### config.mk
export PLATFORM = sky130hd
export DESIGN_NAME = dmux_16_stream_flat
export DESIGN_NICKNAME = d
export VERILOG_FILES = /design/src/rtl/dmux_16_stream_if.sv /design/src/rtl/dmux_16_stream.sv /design/src/flat_wrapper.sv
export SDC_FILE = /design/constraint.sdc
export NUM_CORES = 1
export LEC_CHECK = 0
export BUFFER_PORTS_ARGS = -buffer_cell sky130_fd_sc_hd__buf_2
export CAP_MARGIN = 0
export CORE_ASPECT_RATIO = 0.5
export CORE_MARGIN = 3
export CORE_UTILIZATION = 40
export CTS_BUF_LIST = sky130_fd_sc_hd__clkbuf_4
export DETAILED_ROUTE_END_ITERATION = 12
export PLACE_DENSITY = 0.73
export SYNTH_ARGS = -nofsm -noshare
export SYNTH_HDL_FRONTEND = slang
export SYNTH_SLANG_ARGS = --single-unit
### constraint.sdc
create_clock -name clk -period 1.3 [get_ports clk]
set_input_delay 0.26 -clock clk [delete_from_list [all_inputs] [get_ports clk]]
set_output_delay 0.26 -clock clk [all_outputs]
set_load 0.01 [all_outputs]
### src/rtl/dmux_16_stream_if.sv
// Handshake bundle for dmux_16_stream: producer port, two consumer ports, debug counters.
// Define DMUX_PARITY_EN to add the a_par/b_par parity outputs.
interface dmux_16_stream_if #(
  parameter int WIDTH = 16,
  parameter int CNT_W = 8
);
  logic [WIDTH-1:0] in_data;
  logic             in_sel;
  logic             in_valid;
  logic             in_ready;
  logic [WIDTH-1:0] a_data;
  logic             a_valid;
  logic             a_ready;
  logic [WIDTH-1:0] b_data;
  logic             b_valid;
  logic             b_ready;
  logic             cnt_clr;
  logic [CNT_W-1:0] a_count;
  logic [CNT_W-1:0] b_count;
`ifdef DMUX_PARITY_EN
  logic             a_par;
  logic             b_par;
`endif

  // master: the producer/consumer environment; slave: the demux itself
  modport master (
    output in_data, in_sel, in_valid, a_ready, b_ready, cnt_clr,
    input  in_ready, a_data, a_valid, b_data, b_valid, a_count, b_count
`ifdef DMUX_PARITY_EN
    , input a_par, b_par
`endif
  );

  modport slave (
    input  in_data, in_sel, in_valid, a_ready, b_ready, cnt_clr,
    output in_ready, a_data, a_valid, b_data, b_valid, a_count, b_count
`ifdef DMUX_PARITY_EN
    , output a_par, b_par
`endif
  );
endinterface

### src/rtl/dmux_16_stream.sv
// 1-to-2 stream demultiplexer with a one-entry holding slot and a transfer counter per destination.
// Define DMUX_PARITY_EN to register even parity alongside each held word.
module dmux_16_stream #(
  parameter int WIDTH = 16,
  parameter int CNT_W = 8
) (
  input  logic           clk,
  input  logic           reset,
  dmux_16_stream_if.slave bus
);
  logic [WIDTH-1:0] a_data_q, b_data_q;
  logic             a_valid_q, b_valid_q;
  logic [CNT_W-1:0] a_count_q, b_count_q;
  logic             acc_a, acc_b, drain_a, drain_b;

  // A slot can take a new word if it is empty or being drained this same edge
  assign bus.in_ready = bus.in_sel ? (!b_valid_q || bus.b_ready)
                                   : (!a_valid_q || bus.a_ready);

  assign acc_a   = bus.in_valid && bus.in_ready && !bus.in_sel;
  assign acc_b   = bus.in_valid && bus.in_ready &&  bus.in_sel;
  assign drain_a = a_valid_q && bus.a_ready;
  assign drain_b = b_valid_q && bus.b_ready;

  always_ff @(posedge clk) begin
    if (reset) begin
      a_valid_q <= 1'b0;
      b_valid_q <= 1'b0;
      a_data_q  <= '0;
      b_data_q  <= '0;
    end else begin
      if (acc_a) begin
        a_valid_q <= 1'b1;
        a_data_q  <= bus.in_data;
      end else if (drain_a) begin
        a_valid_q <= 1'b0;
      end
      if (acc_b) begin
        b_valid_q <= 1'b1;
        b_data_q  <= bus.in_data;
      end else if (drain_b) begin
        b_valid_q <= 1'b0;
      end
    end
  end

  // Clear wins over a same-cycle handshake; counters wrap naturally
  always_ff @(posedge clk) begin
    if (reset || bus.cnt_clr) begin
      a_count_q <= '0;
      b_count_q <= '0;
    end else begin
      if (drain_a) a_count_q <= a_count_q + 1'b1;
      if (drain_b) b_count_q <= b_count_q + 1'b1;
    end
  end

`ifdef DMUX_PARITY_EN
  logic a_par_q, b_par_q;

  always_ff @(posedge clk) begin
    if (reset) begin
      a_par_q <= 1'b0;
      b_par_q <= 1'b0;
    end else begin
      if (acc_a) a_par_q <= ^bus.in_data;
      if (acc_b) b_par_q <= ^bus.in_data;
    end
  end

  assign bus.a_par = a_par_q;
  assign bus.b_par = b_par_q;
`endif

  assign bus.a_data  = a_data_q;
  assign bus.b_data  = b_data_q;
  assign bus.a_valid = a_valid_q;
  assign bus.b_valid = b_valid_q;
  assign bus.a_count = a_count_q;
  assign bus.b_count = b_count_q;
endmodule

### src/flat_wrapper.sv
// flat-port wrapper written by rule: the top's interface ports become plain ports
module dmux_16_stream_flat 
#(
  parameter int WIDTH = 16,
  parameter int CNT_W = 8
)
  (clk, reset, bus_in_data, bus_in_sel, bus_in_valid, bus_a_ready, bus_b_ready, bus_cnt_clr, bus_in_ready, bus_a_data, bus_a_valid, bus_b_data, bus_b_valid, bus_a_count, bus_b_count);
  dmux_16_stream_if #(.WIDTH(WIDTH), .CNT_W(CNT_W)) bus_i ();
  input  logic clk;
  input  logic reset;
  input wire logic [$bits(bus_i.in_data)-1:0] bus_in_data;
  input wire logic [$bits(bus_i.in_sel)-1:0] bus_in_sel;
  input wire logic [$bits(bus_i.in_valid)-1:0] bus_in_valid;
  input wire logic [$bits(bus_i.a_ready)-1:0] bus_a_ready;
  input wire logic [$bits(bus_i.b_ready)-1:0] bus_b_ready;
  input wire logic [$bits(bus_i.cnt_clr)-1:0] bus_cnt_clr;
  output wire logic [$bits(bus_i.in_ready)-1:0] bus_in_ready;
  output wire logic [$bits(bus_i.a_data)-1:0] bus_a_data;
  output wire logic [$bits(bus_i.a_valid)-1:0] bus_a_valid;
  output wire logic [$bits(bus_i.b_data)-1:0] bus_b_data;
  output wire logic [$bits(bus_i.b_valid)-1:0] bus_b_valid;
  output wire logic [$bits(bus_i.a_count)-1:0] bus_a_count;
  output wire logic [$bits(bus_i.b_count)-1:0] bus_b_count;
  assign bus_i.in_data = bus_in_data;
  assign bus_i.in_sel = bus_in_sel;
  assign bus_i.in_valid = bus_in_valid;
  assign bus_i.a_ready = bus_a_ready;
  assign bus_i.b_ready = bus_b_ready;
  assign bus_i.cnt_clr = bus_cnt_clr;
  assign bus_in_ready = bus_i.in_ready;
  assign bus_a_data = bus_i.a_data;
  assign bus_a_valid = bus_i.a_valid;
  assign bus_b_data = bus_i.b_data;
  assign bus_b_valid = bus_i.b_valid;
  assign bus_a_count = bus_i.a_count;
  assign bus_b_count = bus_i.b_count;
  dmux_16_stream #(.WIDTH(WIDTH), .CNT_W(CNT_W)) u_core (.clk(clk), .reset(reset), .bus(bus_i));
endmodule
-- Yosys cells after proc, flatten, opt, wreduce, memory -nomap -nowiden
Cells that the tools add are included.
- output and inout port bits: 51
- bits in writable memories: 0
- logic and storage cells: 26
- latch bits: 0
- memories kept: 0
- bits in registers: 50
- bits in read-only memories: 0
- input port bits: 23
- shift operators: 0
- reductions and logical operators: 13
- add/sub/neg operators: 2
- equal/unequal tests: 0
- multipliers: 0
- multiplexer cells: 5
- divide/modulo/power cells: 0
- magnitude comparators: 0
- bitwise gates (word level): 0
- operators with widths (cell ; count):
    $add 8x1->8 const B ; 2
    $logic_and 1x1->1 ; 5
    $mux 1 ; 5
    $reduce_bool 2->1 ; 2
    $logic_not 1->1 ; 3
    $logic_or 1x1->1 ; 3

-- Depth between registers and ports, before layout
- depth after elaboration: 6
- gate-level depth with buffers: 5
- mapped depth without buffers: 4

-- Worst setup path before layout
No wires, ideal clock.
- kind: flip-flop to output port
- start point: register u_core.b_valid_q (netlist: u_core.bus.b_valid)
- end point: output bus_in_ready
- data arrival time: 1.078 ns
- cell stages (with the launch flop): 4
- buffers on the path: 1
- data required time: 1.040 ns
- setup slack: -0.038 ns
- cells stage by stage: dfxtp_1 and2b_1 clkbuf_1 a21oi_1
- longest elaborated chain between the ends: 3
- RTL lines (item ; RTL line ; source):
    start: declaration ; dmux_16_stream.sv:12 ; logic a_valid_q, b_valid_q;
    start signal: assignment ; dmux_16_stream.sv:28 ; b_valid_q <= 1'b0;
    start signal: assignment ; dmux_16_stream.sv:39 ; b_valid_q <= 1'b1;
    start signal: assignment ; dmux_16_stream.sv:42 ; b_valid_q <= 1'b0;
    $logic_not 1->1 ; dmux_16_stream.sv:17 ; assign bus.in_ready = bus.in_sel ? (!b_valid_q || bus.b_ready)
    $logic_or 1x1->1 ; dmux_16_stream.sv:17 ;
    $mux 1 ; dmux_16_stream.sv:17 ;
    end: declaration ; flat_wrapper.sv:17 ; output wire logic [$bits(bus_i.in_ready)-1:0] bus_in_ready;
Every way passes these cells.

-- Final worst setup path
Ends and elaborated chain as after synthesis.

==> impl_metrics.yaml <==
run_status:
  outcome: "finished, violations left"
  violations: "negative setup slack"
worst_hold_path:
  min_path_cells: 3
  hp-class: "primary input to flop"
floorplan:
  num_rows: 17
  initial_utilization: 0.437
  dieArea_um2: 5990
  io_pins: 74
  die_x_um: 106
  core_um2: 4620
  die_h_um: 56.2
worst_setup_path:
  r2r_start: "u_core.bus.b_valid"
  start_kind: "flop"
  crit_fanout: 4
  critical-path-top-delay-family: "flip-flops"
  arrival_ns: 1.19
  crit_path_top_delay_cell: "dfxtp_4"
  r2r_end: "u_core.bus.b_data[6]"
  ff2ff_path_depth: 6
  worst-path-stages: 3
  crit_end: "bus_in_ready"
  end_kind: "primary output"
  cp_cell_sequence: "and2b_2 > a21oi_2 > buf_2"
  crit_type: "flop to primary output"
  rrSetupSlack_ns: -0.02
  slowest_delay_ns: 0.37
  required_ns: 1.04
  cp_num_buf_inv: 1
  critPathLaunch: "u_core.bus.b_valid"
grt:
  grt_pass1_vias: 1960
  grt_max_degree: 20
  antenna_found_initial: 0
  gr-usage-all-layers: 0.170
  grt_pass1_wl_mm: 8.58
  overflow: 0
synthesis:
  yosysWarningCount: 0
  synthCells: 242
  ys_seq_area_frac: 0.496
  ys_ff_latch: 50
  synth_cell_types: 24
  synth_fp_nets: 267
  syn_avg_cell_area_um2: 8.34
  syn-cell-area_um2: 2020
timing:
  final-setup-viol-count: 12
  rsz0062_at_grt: "true"
  slew_viol_final: 0
  hold_viol: 0
  min_period_ns: 1.45
  setup_ws_ns: -0.153
  max_freq_mhz: 688
  period_share: 1.12
  worstMarginPinSlew_ns: 0.548
  hold_ws_ns: 0.147
  relSlewSlack: 0.634
  clock_skew_ns: 0.0100
layout:
  mostFrequentLayoutCell: "buf_2"
  n_fill_cell: 415
  nets: 352
  antenna_cells: 0
  final_area_um2: 2720
  area_growth_pct: 35.0
  drive_gt1_frac: 0.378
  post-route-util: 0.590
  final_cell_mix: "buf_2 (72), dfxtp_1 (42), a21oi_1 (40), nand3_1 (38)"
detailed_routing:
  detail-route-antenna-nets: 0
  drt_wl_total_mm: 5.45
  drcViolationCount: 0
  wl_per_cell_um: 13.8
  routed_via_density: 5.30
  vias: 2089
  drtPass1Iterations: 4
  drt-initial-drc-count: 108
clock_tree:
  clk_pin_slew_ns: 0.15
  numCtsBuffers: 5
  hold_buffers: 0
  cts_buffer_depth: 2
  cts_tree: "built"
  clk_latency_ns: 0.35
  cts_sinks: 50
  cts-root-buf: "clkbuf_4"
  htree_levels: 2
place:
  portBuffers: 73
  placed_area_um2: 2540
  pre_cts_ws_ns: -0.0132
  place_hpwl_mm: 3.94
  gp_congestion: 0.819
run:
  max_cap_violations: 0
pwr:
  power.density_nw_per_um2: 961
  vdd_drop_max_mv: 0.492
  p_leak_nw: 1.12
  total_power_mw: 2.62
==> stage by stage <==
| step | std cells | TNS, ns |
|---|---|---|
| 4_1_cts | 388 | -0.179 |
| 3_5_place_dp | 379 | -0.0132 |
| 5_1_grt | 394 | -0.890 |
| 2_1_floorplan | 242 | 0 |
| 6_report | 394 | -0.254 |
| 3_3_place_gp | 379 | 0 |
==> sequential cells by signal, indices dropped and copies added, names as in the netlist <==
name and flops:
u_core.bus.a_data 16, u_core.bus.b_count 8, u_core.bus.a_count 8, u_core.bus.b_data 16
u_core.bus.a_valid 1, u_core.bus.b_valid 1
==> cell families after synthesis <==
logic type	after synthesis	synth area share
DFF	50	0.496
AOI/OAI and AO/OA	89	0.231
buffers and inverters	20	0.0415
xor gates and xnor gates	4	0.0174
and+or+nand+nor	77	0.202
adders and majority gates	2	0.0124
==> synth_stat cells <==
cell type | n | area [µm²]
a21oi_1 | 45 | 225
and2_1 | 1 | 6.26
and2b_1 | 1 | 7.51
buf_2 | 7 | 35.0
clkbuf_1 | 11 | 41.3
dfxtp_1 | 50 | 1000
ha_1 | 2 | 25.0
inv_1 | 2 | 7.51
nand2_1 | 9 | 33.8
nand2b_1 | 3 | 18.8
nand3_1 | 38 | 190
nand3_2 | 2 | 20.0
nand4_1 | 4 | 25.0
nor2_1 | 6 | 22.5
nor2b_1 | 2 | 12.5
nor3_1 | 2 | 10.0
o21a_1 | 4 | 30.0
o21ai_0 | 34 | 170
o21ai_1 | 2 | 10.0
o31ai_1 | 4 | 30.0
or2_2 | 1 | 6.26
or3_1 | 4 | 25.0
or4_1 | 4 | 30.0
xor2_1 | 4 | 35.0
==> tightest hold or removal path, stage by stage <==
cell,delay (ns)
buf_2,0.11
nand3_1,0.06
a21oi_1,0.05
==> metal layers <==
| metal | GRT usage | up-vias | routed length (µm) |
|---|---|---|---|
| li1 | - | 1040 | - |
| met1 | 0.205 | 999 | 2380 |
| met2 | 0.298 | 44 | 2740 |
| met3 | 0.0475 | 6 | 284 |
| met4 | 0.0474 | 0 | 46 |
| met5 | 0 | - | 0 |
==> worst min path at each step <==
stage	to	slack (ns)	from
2_1_floorplan	u_core.bus.a_data[0]	0.41	bus_in_data[0]
6_report	u_core.bus.b_data[4]	0.15	bus_in_data[4]
4_1_cts	u_core.bus.a_data[4]	0.15	bus_in_data[4]
5_1_grt	u_core.bus.b_data[8]	0.13	bus_in_data[8]
3_3_place_gp	u_core.bus.b_data[14]	0.46	u_core.bus.b_data[14]
3_5_place_dp	u_core.bus.b_data[3]	0.47	u_core.bus.b_data[3]
==> area by class of cell <==
| class | count | area (µm²) | share of cell area |
|---|---|---|---|
| flip-flops and latches | 50 | 1020 | 0.376 |
| clock inverters | 2 | 8.76 | 0.00322 |
| well taps | 66 | 82.6 | 0.0303 |
| repair buffers | 96 | 569 | 0.209 |
| multi-input cells | 172 | 987 | 0.362 |
| inverters | 2 | 7.51 | 0.00276 |
| clock buffers | 6 | 45.0 | 0.0165 |
==> power breakdown <==
group          total (mW)  internal (mW)  switching, mW
Clock               0.692          0.226          0.466
Sequential           1.60           1.58         0.0267
Combinational       0.324          0.136          0.188
Total                2.62           1.94          0.681
==> timing repair <==
item,in CTS,in global routing
buffers inserted,1,6
endpoints found under the hold margin,0,0
resized for setup,5,31
pin swaps,2,15
cloned,0,0
endpoints found under the setup margin,4,11
(Power assumes the default switching activity.)
